`src/rtl/if_fetch_ctrl.sv`:
```
// rtl/if_fetch_ctrl.sv - instruction fetch controller between PC register, instruction memory and IF/ID
// Issues one memory request at a time, holds the returned word for ID, and squashes fetches on flush.
module if_fetch_ctrl #(
  parameter int pc_size   = 18,
  parameter int inst_size = 32
) (
  input  logic                 clk,
  input  logic                 rst,
  input  logic [pc_size-1:0]   pc,
  input  logic                 flush,
  input  logic                 id_stall,
  output logic                 imem_req,
  output logic [pc_size-1:0]   imem_addr,
  input  logic                 imem_ack,
  input  logic [inst_size-1:0] imem_rdata,
  output logic                 pc_write,
  output logic [inst_size-1:0] inst_out,
  output logic                 inst_valid
);

  typedef enum logic [1:0] {
    S_IDLE = 2'd0,
    S_WAIT = 2'd1,
    S_HOLD = 2'd2,
    S_DROP = 2'd3
  } state_t;

  state_t               state_q, state_d;
  logic                 imem_req_q, imem_req_d;
  logic [pc_size-1:0]   imem_addr_q, imem_addr_d;
  logic                 pc_write_q, pc_write_d;
  logic [inst_size-1:0] inst_out_q, inst_out_d;
  logic                 inst_valid_q, inst_valid_d;

  always_ff @(posedge clk) begin
    if (!rst) state_q <= S_IDLE;
    else      state_q <= state_d;
  end

  always_comb begin
    state_d = state_q;
    case (state_q)
      S_IDLE: if (!flush) state_d = S_WAIT;
      S_WAIT: begin
        if (imem_ack && flush)  state_d = S_IDLE;
        else if (flush)         state_d = S_DROP;
        else if (imem_ack)      state_d = S_HOLD;
      end
      S_HOLD: begin
        if (flush)          state_d = S_IDLE;
        else if (!id_stall) state_d = S_WAIT;
      end
      S_DROP: if (imem_ack) state_d = S_IDLE;
      default: state_d = S_IDLE;
    endcase
  end

  // A flushed request stays on the bus until the memory answers; only its data is thrown away.
  always_comb begin
    imem_req_d   = imem_req_q;
    imem_addr_d  = imem_addr_q;
    pc_write_d   = 1'b0;
    inst_out_d   = inst_out_q;
    inst_valid_d = inst_valid_q;
    case (state_q)
      S_IDLE: begin
        if (flush) begin
          pc_write_d = 1'b1;
        end else begin
          imem_req_d  = 1'b1;
          imem_addr_d = pc;
        end
      end
      S_WAIT: begin
        if (imem_ack) begin
          imem_req_d = 1'b0;
          pc_write_d = 1'b1;
          if (!flush) begin
            inst_out_d   = imem_rdata;
            inst_valid_d = 1'b1;
          end
        end else if (flush) begin
          pc_write_d = 1'b1;
        end
      end
      S_HOLD: begin
        if (flush) begin
          inst_valid_d = 1'b0;
          pc_write_d   = 1'b1;
        end else if (!id_stall) begin
          inst_valid_d = 1'b0;
          imem_req_d   = 1'b1;
          imem_addr_d  = pc;
        end
      end
      S_DROP: begin
        pc_write_d = flush;
        if (imem_ack) imem_req_d = 1'b0;
      end
      default: ;
    endcase
  end

  always_ff @(posedge clk) begin
    if (!rst) begin
      imem_req_q   <= 1'b0;
      imem_addr_q  <= '0;
      pc_write_q   <= 1'b0;
      inst_out_q   <= '0;
      inst_valid_q <= 1'b0;
    end else begin
      imem_req_q   <= imem_req_d;
      imem_addr_q  <= imem_addr_d;
      pc_write_q   <= pc_write_d;
      inst_out_q   <= inst_out_d;
      inst_valid_q <= inst_valid_d;
    end
  end

  assign imem_req   = imem_req_q;
  assign imem_addr  = imem_addr_q;
  assign pc_write   = pc_write_q;
  assign inst_out   = inst_out_q;
  assign inst_valid = inst_valid_q;

endmodule
```
`config.mk`:
```
export PLATFORM = sky130hd
export DESIGN_NAME = if_fetch_ctrl
export DESIGN_NICKNAME = d
export VERILOG_FILES = /design/src/rtl/if_fetch_ctrl.sv
export SDC_FILE = /design/constraint.sdc
export NUM_CORES = 1
export LEC_CHECK = 0
export ABC_CLOCK_PERIOD_IN_PS = 1300
export BUFFER_PORTS_ARGS = -buffer_cell sky130_fd_sc_hd__buf_2
export CORE_MARGIN = 5
export CORE_UTILIZATION = 40
export DETAILED_ROUTE_END_ITERATION = 6
export HOLD_SLACK_MARGIN = 0.06
export PLACE_DENSITY = 0.75
export SYNTH_ARGS = -nofsm -noshare
export SYNTH_HDL_FRONTEND = slang
export SYNTH_SLANG_ARGS = --single-unit
```
`constraint.sdc`:
```
create_clock -name clk -period 1.3 [get_ports clk]
set_clock_uncertainty 0.1 [all_clocks]
set_input_delay 0.195 -clock clk [delete_from_list [all_inputs] [get_ports clk]]
set_output_delay 0.195 -clock clk [all_outputs]
set_load 0.1 [all_outputs]
```
==> flow_summary.ini, run 1 <==
[timing]
period_share_pct = 104
max_slew_margin_pct = 83.0
hold_ws_ns = 0.140
fin_setup_tns_ns = -0.257
post-route-min-period_ns = 1.35
maxSlewViolCount = 0
tightest_slew_ns = 0.254
hold_viol = 0
setup_violations = 17
rsz0062_at_grt = true
max_freq_mhz = 742
fin_ws_ns = -0.0480

[worst_setup_path]
crit_path_start_kind = register
required_ns = 1.41
crit_type = reg -> reg
path_max_fanout = 7
arrival_ns = 1.46
worst_setup_path_end_kind = register

[power]
irDropWorstVdd_uv = 908
leakage_nw = 1.79
power_density_mw_per_mm2 = 936

[clock_network]
cts_sinks = 55
tritoncts = yes
clock_latency_ns = 0.31
cts_buffers = 5
cts.clk_slew.worst_paths_ns = 0.10
htreeDepth = 2
cts.path.max_buffers = 2
cts_root_buffer = clkbuf_8

[floorplanning]
io_pins = 108
start_util_pct = 41.3
die_h_um = 82.6
coreArea_mm2 = 0.00511
dieArea_mm2 = 0.00683
num_rows = 26
die_x_um = 82.6

[logic_synthesis]
syn-instance-count = 243
synth-seq-cells = 55
synth_warnings = 0
synth_fp_nets = 298
ys_seq_area_share_pct = 52.2
avgSynthCellArea_um2 = 8.68
syn-cell-area_mm2 = 0.00211
synth_cell_types = 21

[layout]
nets = 458
diodes = 0
layout-drive-gt1-share_pct = 55.9
final_cell_mix = 81 x nand2_1, 57 x buf_12, 54 x buf_2
final_core_utilization_pct = 87.0
final_common_cell = nand2_1
syn2layout_area_growth_pct = 111

[global_routing]
grt_pass1_vias = 2345
gr-total-overflow = 0
grt_pass1_wl_mm = 11.4
antenna_found_initial = 0
track_usage_pct = 22.4
grt_max_degree = 56

[placement]
port_buffers = 107
place.gp.congestion = 0.695
pre_cts_slack_ns = -0.0695
post-dp-hpwl_mm = 4.14

[drt]
drc = 0
viasPerCell = 4.82
firstDrtPassIters = 4
wl_per_cell_um = 17.1
wirelength_mm = 8.09
via_count = 2285
drtIter0Drc = 85
antenna_left = 0

[run_status]
outcome = finished with violations
violations = negative setup slack

[run]
cap_violations = 0

[hold_path]
min_path_type = in -> reg
-- report_power, final --
part	leakage, nW	switching, mW	internal [mW]	total (mW)
registers	0.472	0.0860	1.76	1.85
clock network	0.0515	0.550	0.488	1.04
logic	1.27	0.721	0.552	1.27
total	1.79	1.36	2.80	4.16
-- state kept, by name (all words and copies together) (netlist names) --
signal and count:
inst_out 32, imem_addr 18, state_q 2, imem_req 1, inst_valid 1, pc_write 1
-- cell usage after synthesis --
master	count	area, um^2
dfxtp_1	55	1100
o21a_1	1	7.51
clkbuf_1	7	26.3
a21oi_1	2	10.0
a211oi_2	1	12.5
o211ai_1	1	7.51
nor2_1	2	7.51
a31oi_1	1	6.26
nand2b_1	1	6.26
buf_6	3	33.8
o221a_2	1	11.3
a21boi_1	20	150
a21boi_0	31	233
nand2_1	101	379
nor2b_1	3	18.8
nand4bb_1	1	11.3
a211o_1	1	8.76
and4bb_2	1	12.5
buf_2	2	10.0
inv_1	1	3.75
buf_4	7	52.6
-- worst max-delay path, cell delays in order, from the launching register on --
cell and delay (ns):
dfxtp_4 0.38, buf_6 0.12, a211o_4 0.36, buf_8 0.15
nand2_2 0.08, a21boi_2 0.06
-- worst paths after layout --
path	from	cells after the start	slack (ns)	end
setup / recovery	state_q[1]	5	-0.05	imem_addr[3]
hold / removal	imem_ack	4	0.14	state_q[1]
hold reg to reg	inst_out[21]	2	0.38	inst_out[21]
setup reg to reg	state_q[1]	5	-0.05	imem_addr[3]
-- cell families (layout without fill, tap and decap cells) --
group | after synthesis | in the layout | synth area share, %
AND/OR/NAND/NOR | 109 | 109 | 20.6
flip-flops | 55 | 55 | 52.2
buffers and inverters | 20 | 181 | 5.99
AO/OA/AOI/OAI | 59 | 59 | 21.2
-- through the flow --
step / std cells / total power [mW] / instance area, um^2
6_report: 474 / 4.16 / 4440
5_1_grt: 474 / 4.30 / 4440
4_1_cts: 471 / 4.06 / 4250
3_5_place_dp: 411 / 2.91 / 3600
3_3_place_gp: 411 / 2.89 / 3600
2_1_floorplan: 243 / 2.47 / 2170
-- layer usage --
layer  up-vias  part of all wire (%)  GRT usage (%)
met4         0                   1.8           7.35
met3        13                   8.4           8.46
li1       1109                     -              -
met5         -                     0              0
met2        89                    53           41.8
met1      1074                    37           22.8
-- area by class of cell --
type                            count  area, um^2
Fill cell                         231         663
Timing Repair Buffer              172        2040
Sequential cell                    55        1170
Tap cell                           70        87.6
Clock buffer                        8         100
Multi-Input combinational cell    168        1040
Inverter                            1        3.75
-- what timing repair did --
item | CTS | global route
hold buffers | 50 | 0
hold endpoints to repair | 50 | 0
gates cloned | 1 | 2
pin swaps | 1 | 30
setup buffers | 1 | 1
endpoints found under the setup margin | 47 | 51
gates resized for setup | 11 | 79
(Power assumes the default switching activity.)
==> inputs of run 2 (changes only) <==
Settings changed: ABC_CLOCK_PERIOD_IN_PS 1300 to 1100, CAP_MARGIN set to 25.
Clock period 1.3 ns to 1.1 ns, I/O delays scaled along.
==> run 2 against run 1 <==
Net effect: the flow still finishes with violations (negative setup slack); first-iteration DRC count grew 9.4%; sequential power increased by 17%; via count increased by 6.9%; worst setup slack lost 0.18 ns; sequential share of layout area fell by 0.72 points; routed wire length rose by 11%; core utilization is 4.5 points higher; maximum frequency up 1.6%; global-route usage is 1.3 points higher; largest cell class unchanged.
==> flow_summary.ini, run 2 (synthesis gave the netlist of run 1 again) <==
[layout]
largest_register_ffs = 32
diodes = 0
final_cell_mix = 75 x nand2_1, 56 x buf_12, 54 x buf_2
nets = 486
syn2layout_area_growth_pct = 121
final_common_cell = nand2_1
layout-drive-gt1-share_pct = 60.2

[floorplanning]
dieArea_mm2 = 0.00683
die_x_um = 82.6
num_rows = 26
start_util_pct = 41.3
coreArea_mm2 = 0.00511
die_h_um = 82.6
io_pins = 108

[power]
leakage_nw = 1.91
p_clk_share_pct = 24.6
total_power_mw = 4.90
switching_share_pct = 32.4
p_seq_share_pct = 44.1
combPwrFrac_pct = 31.3
power_density_mw_per_mm2 = 1050
irDropWorstVdd_uv = 1010
p_switching_mw = 1.58
internal_power_mw = 3.31

[drt]
wirelength_mm = 9.00
drtIter0Drc = 93
wl_per_cell_um = 17.9
wl_met2_mm = 4.97
firstDrtPassIters = 4
via_count = 2442
antenna_left = 0
dr.max_layer_used = met4
wl_met1_mm = 3.24
wl_met3_um = 676
viasPerCell = 4.86
drc = 0

[global_routing]
grt_pass1_wl_mm = 12.1
gr-total-overflow = 0
grt_pass1_vias = 2518
antenna_found_initial = 0
track_usage_pct = 23.7
grt_max_degree = 56

[clock_network]
htreeDepth = 2
cts_root_buffer = clkbuf_8
cts_sinks = 55
tritoncts = yes
cts.clk_slew.worst_paths_ns = 0.09
cts_buffers = 5
cts.path.max_buffers = 2
clock_latency_ns = 0.30

[worst_setup_path]
regToRegSetupSlack_ns = -0.23
arrival_ns = 1.45
crit_path_start_kind = register
r2r_start = state_q[1]
required_ns = 1.22
critPathSlowestCell = dfxtp_4
crit_type = reg -> reg
slowest_delay_ns = 0.38
worst_setup_path_end_kind = register
path_max_fanout = 23
reg2reg_to = inst_out[26]
rr_worst_depth = 4
crit_chain = and4bb_2, buf_12, nand2_1, a21boi_1

[hold_path]
holdCritStartpoint = rst
holdPathEnd = pc_write
min_path_cells = 3
min_path_type = in -> reg

[placement]
place.gp.congestion = 0.669
pre_cts_slack_ns = -0.198
port_buffers = 107
post-dp-hpwl_mm = 4.34

[timing]
hold_ws_ns = 0.210
hold_viol = 0
post-route-min-period_ns = 1.33
rsz0062_at_grt = true
maxSlewViolCount = 0
setup_violations = 97
tightest_slew_ns = 0.238
max_freq_mhz = 754
fin_ws_ns = -0.227
max_slew_margin_pct = 84.1
period_share_pct = 121

[run]
cap_violations = 0

[run_status]
violations = negative setup slack
outcome = finished with violations
## run 2: changes by cell type in the layout (fill, tap and decap cells not counted), sizes merged
cell and delta:
buf +28
## run 2: power groups by stage
stage          logic, mW  clock network [mW]  registers [mW]
4_1_cts             1.42                1.22            2.17
6_report            1.53                1.20            2.16
5_1_grt             1.60                1.31            2.17
2_1_floorplan      0.226                   0            2.71
3_3_place_gp        1.22                   0            2.21
3_5_place_dp        1.24                   0            2.22
## run 2: stage by stage
stage | cell area [um^2] | utilization [%] | cells | TNS (ns)
floorplan | 2200 | - | 243 | -4.16
global route | 4670 | 91.5 | 502 | -14.46
finish | 4670 | 91.5 | 502 | -9.07
global placement | 3620 | 71.0 | 416 | -5.46
detailed placement | 3620 | 71.0 | 416 | -7.46
CTS | 4390 | 85.9 | 487 | -8.37
## run 2: per-layer routing
metal / up-vias / GRT usage, %
met4: 0 / 6.21
met3: 12 / 8.24
met5: - / 0
li1: 1162 / -
met2: 104 / 46.8
met1: 1164 / 23.0
## run 2: area by class of cell
type	instances	area (um^2)
tap	70	87.6
multi-input combinational	168	1050
clock buffer	8	100
timing repair buffer	200	2230
inverter	1	3.75
sequential	55	1200
fill	187	435
## run 2: how the worst max path moves through the flow
stage | from | end | slack, ns
after global routing | state_q[1] | inst_out[15] | -0.28
after CTS | state_q[1] | inst_valid | -0.18
after detailed placement | state_q[1] | inst_out[11] | -0.20
final | state_q[1] | inst_out[26] | -0.23
after floorplan | state_q[0] | imem_addr[0] | -0.14
after global placement | state_q[1] | inst_out[11] | -0.15
## run 2: timing repair
| action | 4_1_cts | 5_1_grt |
|---|---|---|
| hold buffers | 50 | 0 |
| gates resized for setup | 25 | 55 |
| pin swaps | 4 | 23 |
| setup endpoints to repair | 106 | 106 |
| endpoints found under the hold margin | 50 | 0 |
| cloned | 3 | 1 |
| setup buffers | 10 | 14 |
## run 2: critical path, delay by kind of cell (launching register included)
family	cells	cell delay [ns]
flip-flops	1	0.38
AND/OR/NAND/NOR	2	0.43
buffers and inverters	1	0.17
AO/OA/AOI/OAI	1	0.16
